File: config.mk
export PLATFORM = sky130hd
export DESIGN_NAME = montgomery_mul_ds
export DESIGN_NICKNAME = d
export VERILOG_FILES = /design/src/rtl/montgomery_mul_ds_pkg.sv /design/src/rtl/montgomery_digit_step.sv /design/src/rtl/montgomery_mul_ds.sv
export SDC_FILE = /design/constraint.sdc
export NUM_CORES = 2
export LEC_CHECK = 0
export ABC_AREA = 1
export CORE_ASPECT_RATIO = 0.5
export CORE_UTILIZATION = 38
export DETAILED_ROUTE_END_ITERATION = 8
export SLEW_MARGIN = 20
export SYNTH_ARGS = -nofsm -noshare
export SYNTH_HDL_FRONTEND = slang
export SYNTH_SLANG_ARGS = --single-unit
File: constraint.sdc
create_clock -name CLK_pci_sys_clk_p -period 10.9 [get_ports CLK_pci_sys_clk_p]
set_clock_uncertainty 0.15 [all_clocks]
set_input_delay 3.27 -clock CLK_pci_sys_clk_p [delete_from_list [all_inputs] [get_ports CLK_pci_sys_clk_p]]
set_output_delay 3.27 -clock CLK_pci_sys_clk_p [all_outputs]
set_load 0.05 [all_outputs]
File: src/rtl/montgomery_mul_ds_pkg.sv
// Shared constants and FSM state type for the digit-serial Montgomery multiplier.
// The test constants describe the reference modulus m = 8380417.
package montgomery_mul_ds_pkg;

    localparam int DATA_LENGTH_DEF = 64;
    localparam int DIGIT_W_DEF     = 8;

    localparam logic [31:0] MODULUS        = 32'h007F_E001;
    localparam logic [7:0]  MOD_INV        = 8'hFF;
    localparam logic [31:0] MODULUS_LENGTH = 32'd23;

    typedef enum logic [1:0] {
        IDLE = 2'd0,
        ITER = 2'd1,
        CORR = 2'd2,
        DONE = 2'd3
    } state_t;

endpackage

File: src/rtl/montgomery_digit_step.sv
// One radix-2^DIGIT_W Montgomery iteration: T <- (T + d*B + q*M) / 2^DIGIT_W.
// Purely combinational so it can later be pipelined or replicated per lane.
module montgomery_digit_step #(
    parameter int DATA_LENGTH = 64,
    parameter int DIGIT_W     = 8,
    parameter int TW          = DATA_LENGTH + DIGIT_W + 2
) (
    input  logic [TW-1:0]          t,
    input  logic [DIGIT_W-1:0]     digit,
    input  logic [DATA_LENGTH-1:0] b,
    input  logic [DATA_LENGTH-1:0] m,
    input  logic [DIGIT_W-1:0]     minv,
    output logic [TW-1:0]          t_next
);

    logic [TW-1:0]      t_prime;
    logic [DIGIT_W-1:0] q;
    logic [TW-1:0]      t_sum;

    // Operands are widened before multiplying so no product bits are lost.
    assign t_prime = t + TW'(digit) * TW'(b);
    assign q       = t_prime[DIGIT_W-1:0] * minv;
    assign t_sum   = t_prime + TW'(q) * TW'(m);
    assign t_next  = t_sum >> DIGIT_W;

endmodule

File: src/rtl/montgomery_mul_ds.sv
// Digit-serial Montgomery multiplier / reducer with run-time modulus.
// Computes a*b*R^-1 mod m (mode 0) or a*R^-1 mod m (mode 1), R = 2^(n*DIGIT_W).
module montgomery_mul_ds
    import montgomery_mul_ds_pkg::*;
#(
    parameter int DATA_LENGTH = DATA_LENGTH_DEF,
    parameter int DIGIT_W     = DIGIT_W_DEF
) (
    input  logic                   CLK_pci_sys_clk_p,
    input  logic                   rst_ni,
    input  logic                   start_i,
    input  logic                   mode_i,
    input  logic [DATA_LENGTH-1:0] a_i,
    input  logic [DATA_LENGTH-1:0] b_i,
    input  logic [DATA_LENGTH-1:0] m_i,
    input  logic [DATA_LENGTH-1:0] minv_i,
    input  logic [DATA_LENGTH-1:0] m_bl_i,
    output logic                   ready_o,
    output logic                   busy_o,
    output logic [DATA_LENGTH-1:0] result_o,
    output logic                   valid_o
);

    localparam int TW    = DATA_LENGTH + DIGIT_W + 2;
    localparam int NMAX  = DATA_LENGTH / DIGIT_W;
    localparam int CNT_W = $clog2(NMAX + 1);

    state_t state, state_next;

    logic [DATA_LENGTH-1:0] a_sh;
    logic [DATA_LENGTH-1:0] b_reg;
    logic [DATA_LENGTH-1:0] m_reg;
    logic [DIGIT_W-1:0]     minv_reg;
    logic [CNT_W-1:0]       n_reg;
    logic [CNT_W-1:0]       cnt;
    logic [TW-1:0]          t_reg;
    logic [TW-1:0]          t_next;
    logic [CNT_W-1:0]       n_calc;
    logic                   accept;
    logic                   last_digit;

    assign accept     = start_i && ((state == IDLE) || (state == DONE));
    assign last_digit = (cnt == n_reg - CNT_W'(1));

    // Digit count from the bit length; lengths above DATA_LENGTH saturate at NMAX
    // and a zero length still runs one digit.
    // NOTE: every always_comb output gets a default first so no latch is inferred.
    always_comb begin
        n_calc = CNT_W'(1);
        for (int k = 1; k < NMAX; k++) begin
            if (m_bl_i > DATA_LENGTH'(k * DIGIT_W)) begin
                n_calc = CNT_W'(k + 1);
            end
        end
    end

    montgomery_digit_step #(
        .DATA_LENGTH (DATA_LENGTH),
        .DIGIT_W     (DIGIT_W),
        .TW          (TW)
    ) u_step (
        .t      (t_reg),
        .digit  (a_sh[DIGIT_W-1:0]),
        .b      (b_reg),
        .m      (m_reg),
        .minv   (minv_reg),
        .t_next (t_next)
    );

    // NOTE: sequential state uses non-blocking assignments so every register
    // samples pre-edge values regardless of statement order.
    always_ff @(posedge CLK_pci_sys_clk_p or negedge rst_ni) begin
        if (!rst_ni) begin
            state <= IDLE;
        end else begin
            state <= state_next;
        end
    end

    always_comb begin
        state_next = state;
        case (state)
            IDLE:    if (start_i) state_next = ITER;
            ITER:    if (last_digit) state_next = CORR;
            CORR:    state_next = DONE;
            DONE:    state_next = start_i ? ITER : IDLE;
            default: state_next = IDLE;
        endcase
    end

    always_comb begin
        ready_o = 1'b0;
        busy_o  = 1'b0;
        valid_o = 1'b0;
        case (state)
            IDLE:    ready_o = 1'b1;
            ITER:    busy_o  = 1'b1;
            CORR:    busy_o  = 1'b1;
            DONE: begin
                ready_o = 1'b1;
                valid_o = 1'b1;
            end
            default: ready_o = 1'b0;
        endcase
    end

    // Operands are captured once at start; later input changes are invisible.
    always_ff @(posedge CLK_pci_sys_clk_p or negedge rst_ni) begin
        if (!rst_ni) begin
            a_sh     <= '0;
            b_reg    <= '0;
            m_reg    <= '0;
            minv_reg <= '0;
            n_reg    <= '0;
            cnt      <= '0;
            t_reg    <= '0;
            result_o <= '0;
        end else if (accept) begin
            a_sh     <= a_i;
            b_reg    <= mode_i ? DATA_LENGTH'(1) : b_i;
            m_reg    <= m_i;
            minv_reg <= minv_i[DIGIT_W-1:0];
            n_reg    <= n_calc;
            cnt      <= '0;
            t_reg    <= '0;
        end else if (state == ITER) begin
            t_reg <= t_next;
            a_sh  <= a_sh >> DIGIT_W;
            cnt   <= cnt + CNT_W'(1);
        end else if (state == CORR) begin
            // T < 2M holds throughout, so a single conditional subtract suffices.
            result_o <= (t_reg >= TW'(m_reg)) ? DATA_LENGTH'(t_reg - TW'(m_reg))
                                               : DATA_LENGTH'(t_reg);
        end
    end

endmodule
# [Word level (Yosys, flattened, before mapping)]
# Cells that the tools add are included.
# W data, S select, Z words.
[totals] rom_bits=0 input_bits=324 register_bits=348 memories=0 latch_bits=0 word_cells=63 ramBits=0 output_inout_bits=67
[classes] n_addsub=5 shift=0 n_bitwise=2 n_lt_le_gt_ge=8 n_mul=3 eq_ne=6 reduce_logical=8 n_div=0 muxes=22
[ops] op="$gt A64 B6 Y1 const B" count=4
[ops] op="$mux W64" count=4
[ops] op="$add A74 B72 Y74" count=2
[ops] op="$mux W74" count=2
[ops] op="$mul A8 B64 Y72" count=2
[ops] op="$gt A64 B5 Y1 const B" count=2
[ops] op="$ge A74 B64 Y1" count=1
[ops] op="$gt A64 B4 Y1 const B" count=1
[ops] op="$sub A64 B64 Y64" count=1
[ops] op="$mux W4" count=5
[ops] op="$mul A8 B8 Y8" count=1
[ops] op="$mux W2" count=4
[ops] op="$pmux W2 S4" count=1
[ops] op="$mux W3" count=2
[ops] op="$add A4 B1 Y4 const B" count=1
[ops] op="$eq A2 B2 Y1 const B" count=2
[ops] op="$eq A4 B4 Y1" count=1
[ops] op="$mux W1" count=4
[ops] op="$ne A2 B2 Y1 const B" count=2
[ops] op="$reduce_or A2 Y1" count=2
[ops] op="$sub A4 B1 Y4 const B" count=1
[ops] op="$reduce_and A3 Y1" count=1
[ops] op="$eq A2 B1 Y1 const B" count=1
[ops] op="$logic_not A2 Y1" count=1
[ops] op="other kinds (5)" count=6

# [Longest topological paths before layout]
[depth] depth_word=8 ltp_mapped=56 mapped_depth_nobuf=53

# [Cells and area by module]
# From an unflattened synthesis, not the netlist that was laid out.
[hier_totals] hier_cells=8971 area_unflattened_um2=61679.2
[by_module_without_submodules] module="montgomery_digit_step" area_each_um2=39978.3 seq_area_each_um2=0.0 instances=1 cells_each=5756
[by_module_without_submodules] module="montgomery_mul_ds" area_each_um2=21700.8 seq_area_each_um2=8708.4 instances=1 cells_each=3215

# [Worst setup path before layout]
# Ideal clock, no wire load.
[synth_timing] path_type="flip-flop to flip-flop" startpoint="register a_sh[1]" endpoint="register t_reg[31]" arrival_ns=10.596 path_buffers=3 slack_ns=0.024 synth_period_minus_slack_ns=10.876 t_required_ns=10.620 setup_time_ns=0.130 stages_incl_launch_ff=52 path_cell_list="dfrtp_1 -> clkbuf_1 -> clkbuf_1 -> nand2_1 -> fa_1 -> inv_1 -> fa_1 -> ha_1 -> inv_1 -> fa_1 -> inv_1 -> ha_1 -> a21oi_1 -> nand2_2 -> xor2_2 -> inv_1 -> nor2_1 -> fa_1 -> [16 not listed] -> fa_1 -> inv_1 -> fa_1 -> inv_1 -> fa_1 -> inv_1 -> fa_1 -> inv_1 -> ha_1 -> nand2_1 -> nand2_1 -> o21bai_1 -> a21oi_1 -> a21boi_0 -> nand3_1 -> or2_2 -> nand3_1 -> o21ai_0"
[synth_between] elab_chain_cells=7
[synth_lines] element="start, declared" line_no="montgomery_mul_ds.sv:30" text="logic [DATA_LENGTH-1:0] a_sh;"
[synth_lines] element="start signal, assigned" line_no="montgomery_mul_ds.sv:119" text="a_sh <= a_i;"
[synth_lines] element="start signal, assigned" line_no="montgomery_mul_ds.sv:128" text="a_sh <= a_sh >> DIGIT_W;"
[synth_lines] element="$mul A8 B64 Y72 *" line_no="montgomery_digit_step.sv:21" text="assign t_prime = t + TW'(digit) * TW'(b);"
[synth_lines] element="$add A74 B72 Y74 *" line_no="montgomery_digit_step.sv:21"
[synth_lines] element="$mul A8 B8 Y8" line_no="montgomery_digit_step.sv:22" text="assign q = t_prime[DIGIT_W-1:0] * minv;"
[synth_lines] element="$mul A8 B64 Y72" line_no="montgomery_digit_step.sv:23" text="assign t_sum = t_prime + TW'(q) * TW'(m);"
[synth_lines] element="$add A74 B72 Y74 *" line_no="montgomery_digit_step.sv:23"
[synth_lines] element="$mux W74 *" line_no="montgomery_mul_ds.sv:126" text="end else if (state == ITER) begin"
[synth_lines] element="$mux W74 *" line_no="montgomery_mul_ds.sv:118" text="end else if (accept) begin"
[synth_lines] element="end signal, assigned" line_no="montgomery_mul_ds.sv:127" text="t_reg <= t_next;"
[synth_lines] element="end, declared" line_no="montgomery_mul_ds.sv:36" text="logic [TW-1:0] t_reg;"
# Mark *: on every way between the ends. The rest lies on a longest branch, timed or not. The select of a mux whose other input is x is not followed.
# A chain may end at the register's enable or synchronous reset.

# [Worst setup path after layout]
[layout_timing] startpoint="register a_sh[4]" endpoint="register t_reg[60]"
# The elaborated chain is that of the path after synthesis.

==> results.py <==
metrics = {
    "outcome": {
        "status": "finished, final reports clean",
    },
    "cells_and_area": {
        "drive_above_1_share": 0.157,
        "fillers": 15329,
        "largest_reg_flops": 66,
        "final_common_cell": "nand2_1",
        "final_cell_mix": "nand2_1 (2,078), inv_1 (1,796), fa_1 (871)",
        "layout.nets": 10486,
        "multi_input_area_um2": 45100,
        "syn2layout_area_growth_pct": 26.2,
        "seqCellArea_um2": 8520,
    },
    "timing": {
        "fmax_mhz": 91.8,
        "slew_violations": 0,
        "finalCritPeriodShare": 1.00,
        "slew_headroom": 0.272,
        "min_period_ps": 10900,
        "rsz0062_at_grt": "yes",
        "hold_violations": 0,
        "setup_viol": 0,
        "setup_ws_ps": 4.47,
        "worst_slew_pin_slew_ps": 1080,
    },
    "drt": {
        "routedWlPerCell_um": 21.9,
        "drtPass1Iterations": 6,
        "viasPerCell": 5.11,
        "wl_um": 243000,
        "vias": 56763,
        "wirelength_met1_um": 111000,
        "drcViolationCount": 0,
        "drt_iter0_drc": 5303,
        "route.met2.wl_um": 101000,
        "wl_met3_um": 27800,
        "drtAntennaViolNets": 0,
        "top_layer_used": "met5",
    },
    "worst_setup_path": {
        "cpMostUsedCell": "fa_1",
        "max_stage_delay_ps": 550,
        "cpMaxStageDelayCell": "dfrtp_2",
        "worstPathMaxFanout": 5,
        "worstPathRequired_ps": 11250,
        "r2r-end": "t_reg[60]",
        "rr_startpoint": "a_sh[4]",
        "worstRegToRegCells": 53,
        "r2r_slack_ps": 4,
        "path_class": "flip-flop to flip-flop",
        "critPathArrivalTime_ps": 11240,
        "endpoint_kind": "flip-flop",
        "cp-start-kind": "flip-flop",
    },
    "place": {
        "gp_congestion": 1.06,
        "io_buffers": 334,
        "post-dp-hpwl_um": 202000,
        "dpl_worst_slack_ps": -898,
    },
    "synthesis": {
        "yosysTopAreaCell": "fa_1",
        "synth_warnings": 0,
        "synth_area_um2": 58300,
        "synthFlopType": "dfrtp_1",
        "yosysTopAreaCellShare": 0.306,
        "ys_types": 47,
        "synth-edff-count": 0,
        "syn_area_per_cell_um2": 7.04,
        "synth.area.top_cells": "fa_1 (31%), dfrtp_1 (15%), nand2_1 (14%), inv_1 (12%), ha_1 (5.9%)",
        "ys_seq_elements": 340,
        "seq_area_frac_synth": 0.146,
        "async_flop_share": 1.00,
        "syn-num-nets": 9770,
        "postSynthCellCount": 8279,
    },
    "worst_hold_path": {
        "worstHoldStart": "minv_reg[7]",
        "hold_path.class": "flip-flop to flip-flop",
        "worstHoldPathCells": 2,
        "holdPathEnd": "minv_reg[7]",
    },
    "clock_tree": {
        "clock_sinks": 340,
        "cts.path.max_buffers": 3,
        "cts_tree": "yes",
        "clkTransAtPathRegs_ps": 70,
        "ctsHtreeMaxLevel": 2,
        "cts_root_buf": "clkbuf_16",
        "clock_latency_ps": 670,
        "cts_buffers": 41,
        "postCtsHoldBufs": 0,
    },
    "global_routing": {
        "grt_pass1_vias": 55597,
        "antenna_found_initial": 29,
        "grt_start_max_net_pins": 149,
        "grt_usage": 0.312,
        "grt_pass1_wl_um": 358000,
        "overflow": 0,
    },
    "floorplan": {
        "dieArea_um2": 155000,
        "ios": 391,
        "core_area_um2": 152000,
        "die_h_um": 279,
        "row_count": 101,
        "start_util": 0.384,
        "die_w_um": 556,
    },
    "run": {
        "max_cap_viol_count": 0,
    },
}
==> routing by layer <==
layer / GRT usage / up-vias
met2: 0.447 / 2059
met3: 0.0904 / 210
met1: 0.464 / 28343
li1: - / 26137
met4: 0.0557 / 14
met5: 0 / -
==> worst max-delay path, delay by kind of cell, from the launching register on <==
kind / cells / cell delay [ps]
fa+ha+maj: 14 / 6000
buf+inv: 19 / 1810
xor+xnor: 3 / 530
compound gates: 2 / 300
flops: 1 / 550
simple gates: 15 / 1360
==> cell families after synthesis <==
logic type / after synthesis / synth area share
AOI/OAI and AO/OA: 888 / 0.0847
xor gates and xnor gates: 112 / 0.0169
adders and majority gates: 1167 / 0.365
buffers and inverters: 2218 / 0.144
DFF: 340 / 0.146
and+or+nand+nor: 3554 / 0.243
==> cell usage after synthesis, types with 2 or more instances <==
master,n
a211oi_1,4
a21boi_0,14
a21o_1,30
a21oi_1,346
a221oi_1,7
a31oi_1,12
and2_1,3
and3_1,2
buf_1,64
buf_2,21
buf_6,5
clkbuf_1,184
clkinv_1,2
dfrtp_1,340
fa_1,892
ha_1,275
inv_1,1937
inv_2,4
nand2_1,2225
nand2_2,4
nand3_1,356
nand3b_1,29
nand4_1,41
nor2_1,809
nor2_2,4
nor3_1,46
nor4_1,26
o211ai_1,17
o21a_1,17
o21ai_0,347
o21ai_1,3
o21ai_2,2
o21bai_1,33
o221ai_1,33
o22ai_1,18
o31ai_1,3
or2_2,5
xnor2_1,74
xor2_1,37
==> worst max-delay path by stage <==
stage	startpoint	depth (start not counted)	to
after floorplan	a_sh[1]	51	t_reg[31]
after global placement	b_reg[1]	54	t_reg[65]
after detailed placement	b_reg[1]	54	t_reg[65]
after CTS	a_sh[1]	56	t_reg[51]
after global routing	a_sh[0]	56	t_reg[53]
final	a_sh[4]	53	t_reg[60]
==> area by class of cell <==
type,count,area share
clock buffer,53,0.0153
inverter,1943,0.0994
clock inverter,21,0.00286
timing repair buffer,948,0.118
tap,2060,0.0350
antenna,12,0.000408
sequential,340,0.116
multi-input combinational,5721,0.613
==> stage by stage <==
step / hold WS (ps) / cells / TNS (ps) / area, µm² / utilization
3_3_place_gp: 312 / 10903 / -34460 / 67300 / 0.443
3_5_place_dp: 315 / 10903 / -38520 / 67300 / 0.443
4_1_cts: 332 / 11009 / -116 / 70100 / 0.461
6_report: 329 / 11098 / 0 / 73600 / 0.484
5_1_grt: 349 / 11088 / -13540 / 73600 / 0.484
2_1_floorplan: 292 / 8279 / 0 / 58300 / -
==> what timing repair did <==
| action | 4_1_cts | 5_1_grt |
|---|---|---|
| setup endpoints to repair | 64 | 63 |
| gates resized for setup | 279 | 828 |
| cloned | 4 | 2 |
| buffers inserted | 28 | 83 |
| pin swaps | 79 | 326 |
Power is left out: the tool's default activity adds up to more than one toggle a clock period on the data nets, which glitch-free logic cannot reach.
